==> src/rtl/regfile_pkg.sv <==
// rtl/regfile_pkg.sv - shared constants and dump state type for the register file
//
// Purpose: bus widths, zero constants, enable encodings and the dump engine
//          state type used by regfile and regfile_dump.
// Ports:   none (package).
package regfile_pkg;

  localparam int DataBus    = 32;
  localparam int RegAddrBus = 5;
  localparam int RegNum     = 32;
  localparam int RegNumLog2 = 5;

  localparam logic [DataBus-1:0]    ZeroData     = '0;
  localparam logic [RegAddrBus-1:0] ZeroDataAddr = '0;

  localparam logic WriteEnable  = 1'b1;
  localparam logic WriteDisable = 1'b0;
  localparam logic ReadEnable   = 1'b1;
  localparam logic ReadDisable  = 1'b0;

  typedef enum logic [0:0] {
    DumpIdle = 1'b0,
    DumpSend = 1'b1
  } dump_state_t;

endpackage

==> src/rtl/regfile_dump.sv <==
// rtl/regfile_dump.sv - dump engine FSM walking every register index once
//
// Purpose: on a request in IDLE, presents indices 0..2^IDX_W-1 one per accepted
//          beat, holding the index under backpressure.
// Ports:   i_clk, i_rst      clock, async active-high reset
//          i_req            start request (sampled in IDLE only)
//          i_ready          consumer accepts the current beat
//          o_valid, o_busy  beat presented / engine not idle
//          o_idx            index of the current beat
module regfile_dump
  import regfile_pkg::*;
#(
  parameter int IDX_W = RegNumLog2
) (
  input  logic             i_clk,
  input  logic             i_rst,
  input  logic             i_req,
  input  logic             i_ready,
  output logic             o_valid,
  output logic             o_busy,
  output logic [IDX_W-1:0] o_idx
);

  localparam logic [IDX_W-1:0] LastIdx = {IDX_W{1'b1}};

  dump_state_t      r_state;
  dump_state_t      w_state_nxt;
  logic [IDX_W-1:0] r_idx;
  logic [IDX_W-1:0] w_idx_nxt;

  always_ff @(posedge i_clk or posedge i_rst) begin
    if (i_rst) begin
      r_state <= DumpIdle;
      r_idx   <= '0;
    end else begin
      r_state <= w_state_nxt;
      r_idx   <= w_idx_nxt;
    end
  end

  always_comb begin
    w_state_nxt = r_state;
    w_idx_nxt   = r_idx;
    o_valid     = 1'b0;
    o_busy      = 1'b0;
    case (r_state)
      DumpIdle: begin
        if (i_req) begin
          w_state_nxt = DumpSend;
          w_idx_nxt   = '0;
        end
      end
      DumpSend: begin
        o_valid = 1'b1;
        o_busy  = 1'b1;
        if (i_ready) begin
          if (r_idx == LastIdx) begin
            w_state_nxt = DumpIdle;
          end else begin
            w_idx_nxt = r_idx + 1'b1;
          end
        end
      end
      default: begin
        w_state_nxt = DumpIdle;
      end
    endcase
  end

  assign o_idx = r_idx;

endmodule

==> src/rtl/regfile.sv <==
// rtl/regfile.sv - 32x32 register file with bypassed read ports and debug dump
//
// Purpose: writeback-stage register file. r0 reads zero; two combinational
//          read ports with same-cycle write bypass; a handshaked dump stream
//          reads every register through a third bypassed read path.
// Ports:   clk, rst                  clock, async active-high reset
//          we, waddr, wdata          writeback port
//          re1/raddr1/rdata1         read port 1
//          re2/raddr2/rdata2         read port 2
//          dump_req                  start a full dump
//          dump_valid/dump_ready     dump beat handshake
//          dump_addr/dump_data       dump beat payload
//          dump_busy                 dump engine active
module regfile
  import regfile_pkg::*;
#(
  parameter int REG_NUM      = RegNum,
  parameter int REG_NUM_LOG2 = RegNumLog2
) (
  input  logic                    clk,
  input  logic                    rst,
  input  logic                    we,
  input  logic [REG_NUM_LOG2-1:0] waddr,
  input  logic [DataBus-1:0]      wdata,
  input  logic                    re1,
  input  logic [REG_NUM_LOG2-1:0] raddr1,
  output logic [DataBus-1:0]      rdata1,
  input  logic                    re2,
  input  logic [REG_NUM_LOG2-1:0] raddr2,
  output logic [DataBus-1:0]      rdata2,
  input  logic                    dump_req,
  output logic                    dump_valid,
  input  logic                    dump_ready,
  output logic [REG_NUM_LOG2-1:0] dump_addr,
  output logic [DataBus-1:0]      dump_data,
  output logic                    dump_busy
);

  logic [DataBus-1:0]      r_regs [REG_NUM];
  logic                    w_dump_valid;
  logic                    w_dump_busy;
  logic [REG_NUM_LOG2-1:0] w_dump_idx;
  logic                    w_hit1;
  logic                    w_hit2;
  logic                    w_hit_d;

  // Entry 0 is never written, so it stays at its reset value of zero.
  always_ff @(posedge clk or posedge rst) begin
    if (rst) begin
      for (int i = 0; i < REG_NUM; i++) begin
        r_regs[i] <= ZeroData;
      end
    end else if (we == WriteEnable && waddr != ZeroDataAddr) begin
      r_regs[waddr] <= wdata;
    end
  end

  // A write to r0 can never hit here because address 0 is forced to zero first.
  assign w_hit1  = (we == WriteEnable) && (waddr == raddr1);
  assign w_hit2  = (we == WriteEnable) && (waddr == raddr2);
  assign w_hit_d = (we == WriteEnable) && (waddr == w_dump_idx);

  assign rdata1 = (re1 != ReadEnable || raddr1 == ZeroDataAddr) ? ZeroData :
                  (w_hit1 ? wdata : r_regs[raddr1]);
  assign rdata2 = (re2 != ReadEnable || raddr2 == ZeroDataAddr) ? ZeroData :
                  (w_hit2 ? wdata : r_regs[raddr2]);

  regfile_dump #(
    .IDX_W (REG_NUM_LOG2)
  ) u_dump (
    .i_clk   (clk),
    .i_rst   (rst),
    .i_req   (dump_req),
    .i_ready (dump_ready),
    .o_valid (w_dump_valid),
    .o_busy  (w_dump_busy),
    .o_idx   (w_dump_idx)
  );

  // The dump path is a third read port with an implicit enable, gated to zero
  // whenever no beat is presented so reset and idle leave the bus quiet.
  assign dump_valid = w_dump_valid;
  assign dump_busy  = w_dump_busy;
  assign dump_addr  = w_dump_valid ? w_dump_idx : ZeroDataAddr;
  assign dump_data  = (!w_dump_valid || w_dump_idx == ZeroDataAddr) ? ZeroData :
                      (w_hit_d ? wdata : r_regs[w_dump_idx]);

endmodule

==> config.mk <==
export PLATFORM = sky130hd
export DESIGN_NAME = regfile
export DESIGN_NICKNAME = d
export VERILOG_FILES = /design/src/rtl/regfile_pkg.sv /design/src/rtl/regfile_dump.sv /design/src/rtl/regfile.sv
export SDC_FILE = /design/constraint.sdc
export NUM_CORES = 2
export LEC_CHECK = 0
export BUFFER_PORTS_ARGS = -buffer_cell sky130_fd_sc_hd__buf_2
export CORE_ASPECT_RATIO = 1.75
export CORE_UTILIZATION = 57
export CTS_CLUSTER_DIAMETER = 200
export DETAILED_ROUTE_END_ITERATION = 10
export HOLD_SLACK_MARGIN = 0.02
export PLACE_DENSITY = 0.74
export SETUP_SLACK_MARGIN = 0.05
export SYNTH_ARGS = -nofsm -noshare
export SYNTH_HDL_FRONTEND = slang
export SYNTH_SLANG_ARGS = --single-unit
==> constraint.sdc <==
create_clock -name clk -period 38.3 [get_ports clk]
set_input_delay 3.83 -clock clk [delete_from_list [all_inputs] [get_ports clk]]
set_output_delay 3.83 -clock clk [all_outputs]
set_load 0.03 [all_outputs]
==> results_dict.tcl <==
set metrics [dict create \
    reg2reg_to "u_dump.o_idx[1]$_DFFE_PP0P_" \
    syn_inst 4383 \
    timing.fmax_mhz 83.9 \
    setup_viol 0 \
    cts_sinks 1030 \
    pwr-share-comb 0.356 \
    regToRegSetupSlack_ns 35.55 \
    r2r_start "u_dump.o_idx[0]$_DFFE_PP0P_" \
    ys_ff_latch 1030 \
    die_x_um 254 \
    outcome "complete, no violations" \
    power_frac_clock 0.258 \
    placement.io_buffers 156 \
    postPlaceCellArea_um2 64600 \
    hpwl_mm 136 \
    cpPeakStageDelay_ns 0.69 \
    finalWirelength_mm 234 \
    root_buffer "clkbuf_16" \
    ys.flop_type "dfrtp_1" \
    grt_start_max_net_pins 174 \
    worst_path_max_delay_cell "buf_4" \
    grt_usage 0.424 \
    ios 157 \
    grt_pass1_wl_mm 337 \
    path_cells "buf_8 -> buf_4 -> buf_4 -> buf_4 -> mux4_2 -> a22oi_1 -> nand3_1 -> a32o_1 -> buf_2" \
    skew_ns 0.00716 \
    ant_nets 0 \
    hold_path.class "reg2reg" \
    worst_pin_slew_ns 1.24 \
    yosys_warnings 0 \
    start_util 0.575 \
    slew_viol_final 0 \
    crit_path_end "rdata2[12]" \
    path_common_cell "buf_4" \
    clockBufferDepth 3 \
    avgViaCountPerCell 8.01 \
    cts.repair.resized 0 \
    cp.arrival_ns 8.08 \
    clk_pin_slew_ns 0.06 \
    finalSetupTns_ns 0 \
    grt_pass1_vias 47100 \
    crit_cells 9 \
    fin_crit_ns 11.91 \
    hold_violations 0 \
    drtIter0Drc 6608 \
    fp.dieH_um 443 \
    maxSlewHeadroom 0.169 \
    synth_area_um2 63200 \
    p_leak_nw 28.4 \
    grt_overflow 0 \
    rsz0062_at_grt "false" \
    gp_congestion 0.889 \
    syn_nets 4440 \
    drive_gt1_frac 0.506 \
    path_buf_inv 5 \
    min_period_over_period 0.311 \
    synth_edf_count 0 \
    clk_latency_ns 0.75 \
    cts_setup_buffers 0 \
    nets 4265 \
    antenna_found_initial 37 \
    synth.distinct_cells 66 \
    core_um2 110000 \
    p_int_mw 2.53 \
    drc 0 \
    pwr-share-seq 0.386 \
    power_density_nw_per_um2 58.3 \
    drv_cap 0 \
    holdCritStartpoint "r_regs[1010]$_DFFE_PP0P_" \
    cts_tree "done" \
    critPathKind "in2out" \
    ys_seq_area_frac 0.408 \
    cts_buffers 96 \
    rows 161 \
    die_area_um2 112000 \
    crit_path_start "raddr2[0]" \
    path_max_fanout 53 \
    required_ns 34.47 \
    htreeDepth 3 \
    syn-mean-instance-area_um2 14.4 \
    fin_cells 5763 \
    hold_buffers 0 \
    vias 46200 \
    power.switching_mw 1.42 \
    finalInstanceArea_um2 67900 \
    ir_drop_mv 0.0513 \
    rr_worst_depth 4 \
    first_pass_iters 8 \
    cp-start-kind "primary input" \
    dp_cells 5577 \
    p_sw_frac 0.360 \
    wl_per_cell_um 40.5 \
    syn2layout_area_growth_pct 7.38 \
    critPathTopFamily "buffers and inverters" \
    async_flop_share 1.00 \
    crit_path_end_kind "output port" \
]
-- cell type report --
cell class	count	area [um^2]
Multi-Input combinational cell	2812	35200
Antenna cell	14	35.0
Fill cell	8352	42100
Clock buffer	136	2800
Inverter	6	30.0
Sequential cell	1030	25800
Tap cell	1467	1840
Clock inverter	36	465
Timing Repair Buffer	262	1720
-- power groups by stage --
| stage | combinational, mW | clock (mW) | sequential (mW) |
|---|---|---|---|
| 2_1_floorplan | 1.02 | 0 | 1.44 |
| 3_3_place_gp | 1.36 | 0 | 1.51 |
| 3_5_place_dp | 1.37 | 0 | 1.53 |
| 4_1_cts | 1.38 | 1.02 | 1.51 |
| 5_1_grt | 1.45 | 1.06 | 1.55 |
| 6_report | 1.41 | 1.02 | 1.53 |
-- cells in the mapped netlist (5+ instances only) --
cell type / instances / area [um^2]
dfrtp_1: 1030 / 25800
mux2_2: 1007 / 11300
mux4_2: 675 / 15200
clkbuf_1: 245 / 920
mux2i_1: 235 / 2350
buf_2: 176 / 881
a22oi_1: 151 / 1130
nand2_1: 141 / 529
o22ai_1: 86 / 538
a32o_1: 69 / 691
buf_1: 65 / 244
a21oi_1: 58 / 290
nand3_1: 54 / 270
nor2_1: 50 / 188
a211oi_1: 49 / 368
o221ai_1: 34 / 298
buf_4: 27 / 203
buf_6: 21 / 236
o21ai_0: 19 / 95.1
and2_1: 15 / 93.8
nor2b_1: 13 / 81.3
a22o_1: 12 / 105
a31oi_1: 10 / 62.6
mux4_1: 9 / 236
o211ai_1: 9 / 67.6
nand2b_1: 8 / 50.1
xor2_1: 8 / 70.1
nand4_1: 7 / 43.8
xnor2_1: 7 / 61.3
inv_1: 6 / 22.5
o2111ai_1: 6 / 52.6
o221a_1: 6 / 67.6
a2111oi_0: 5 / 43.8
a221oi_1: 5 / 43.8
and3_1: 5 / 31.3
nand3b_1: 5 / 37.5
-- logic make-up (layout without fill, tap and decap cells) --
logic type                 after synthesis  count (layout)  share of synthesized area
xor gates and xnor gates                15              15                    0.00208
AOI/OAI and AO/OA                      542             542                     0.0643
other                                    0              14                          0
adders and majority gates                3               3                   0.000594
and+or+nand+nor                        325             325                     0.0240
DFF                                   1030            1030                      0.408
muxes                                 1927            1927                      0.461
buffers and inverters                  541             440                     0.0399
-- worst register-to-register path, cell delays in order, from the launching register on --
cell,delay [ns]
dfrtp_4,0.82
buf_12,0.77
inv_1,0.44
ha_1,0.40
a22o_1,0.21
-- stage by stage --
stage               hold WS (ns)  total power [mW]  worst slack (ns)  utilization
floorplan                  0.458              2.46              5.48            -
global placement           0.396              2.87             26.39        0.587
detailed placement         0.407              2.91             26.36        0.587
CTS                        0.423              3.92             26.36        0.617
global route               0.432              4.06             26.18        0.617
finish                     0.426              3.96             26.39        0.617
-- state kept, by name (all words and copies together), names as in the netlist --
name,flops
r_regs,1024
u_dump.o_idx,5
u_dump.r_state,1
-- routing by layer --
| layer | up-vias | routed length, um | share of wire | global-route usage |
|---|---|---|---|---|
| met5 | - | 253 | 0.0011 | 0 |
| met4 | 36 | 23100 | 0.099 | 0.335 |
| met3 | 1244 | 31400 | 0.13 | 0.144 |
| met2 | 3889 | 104000 | 0.45 | 0.624 |
| met1 | 23900 | 74300 | 0.32 | 0.510 |
| li1 | 17100 | - | - | - |
-- placed cells by master (no fill, tap or decap), types with 6 or more instances in the layout --
cell,instances
a211oi_1,49
a21oi_1,58
a22o_1,12
a22oi_1,151
a31oi_1,9
a32o_1,69
and2_1,12
buf_12,8
buf_2,149
buf_4,101
bufinv_16,9
clkbuf_1,18
clkbuf_16,98
clkbuf_8,20
clkinv_2,19
dfrtp_1,1027
diode_2,14
mux2_2,1007
mux2i_1,235
mux4_1,9
mux4_2,675
nand2_1,126
nand2_2,12
nand2b_1,8
nand3_1,53
nand4_1,7
nor2_1,29
nor2_4,20
nor2b_1,6
o2111ai_1,6
o211ai_1,9
o21ai_0,19
o221a_1,6
o221ai_1,34
o22ai_1,86
xnor2_1,7
xor2_1,8
-- worst min path at each step --
stage                               end  slack, ns  cells after the start
2_1_floorplan  r_regs[1002]$_DFFE_PP0P_       0.46                      1
3_3_place_gp    r_regs[996]$_DFFE_PP0P_       0.40                      0
3_5_place_dp   r_regs[1022]$_DFFE_PP0P_       0.41                      0
4_1_cts        r_regs[1022]$_DFFE_PP0P_       0.42                      0
5_1_grt         r_regs[997]$_DFFE_PP0P_       0.43                      0
6_report       r_regs[1010]$_DFFE_PP0P_       0.43                      0
Power figures use the tool's default switching activity.
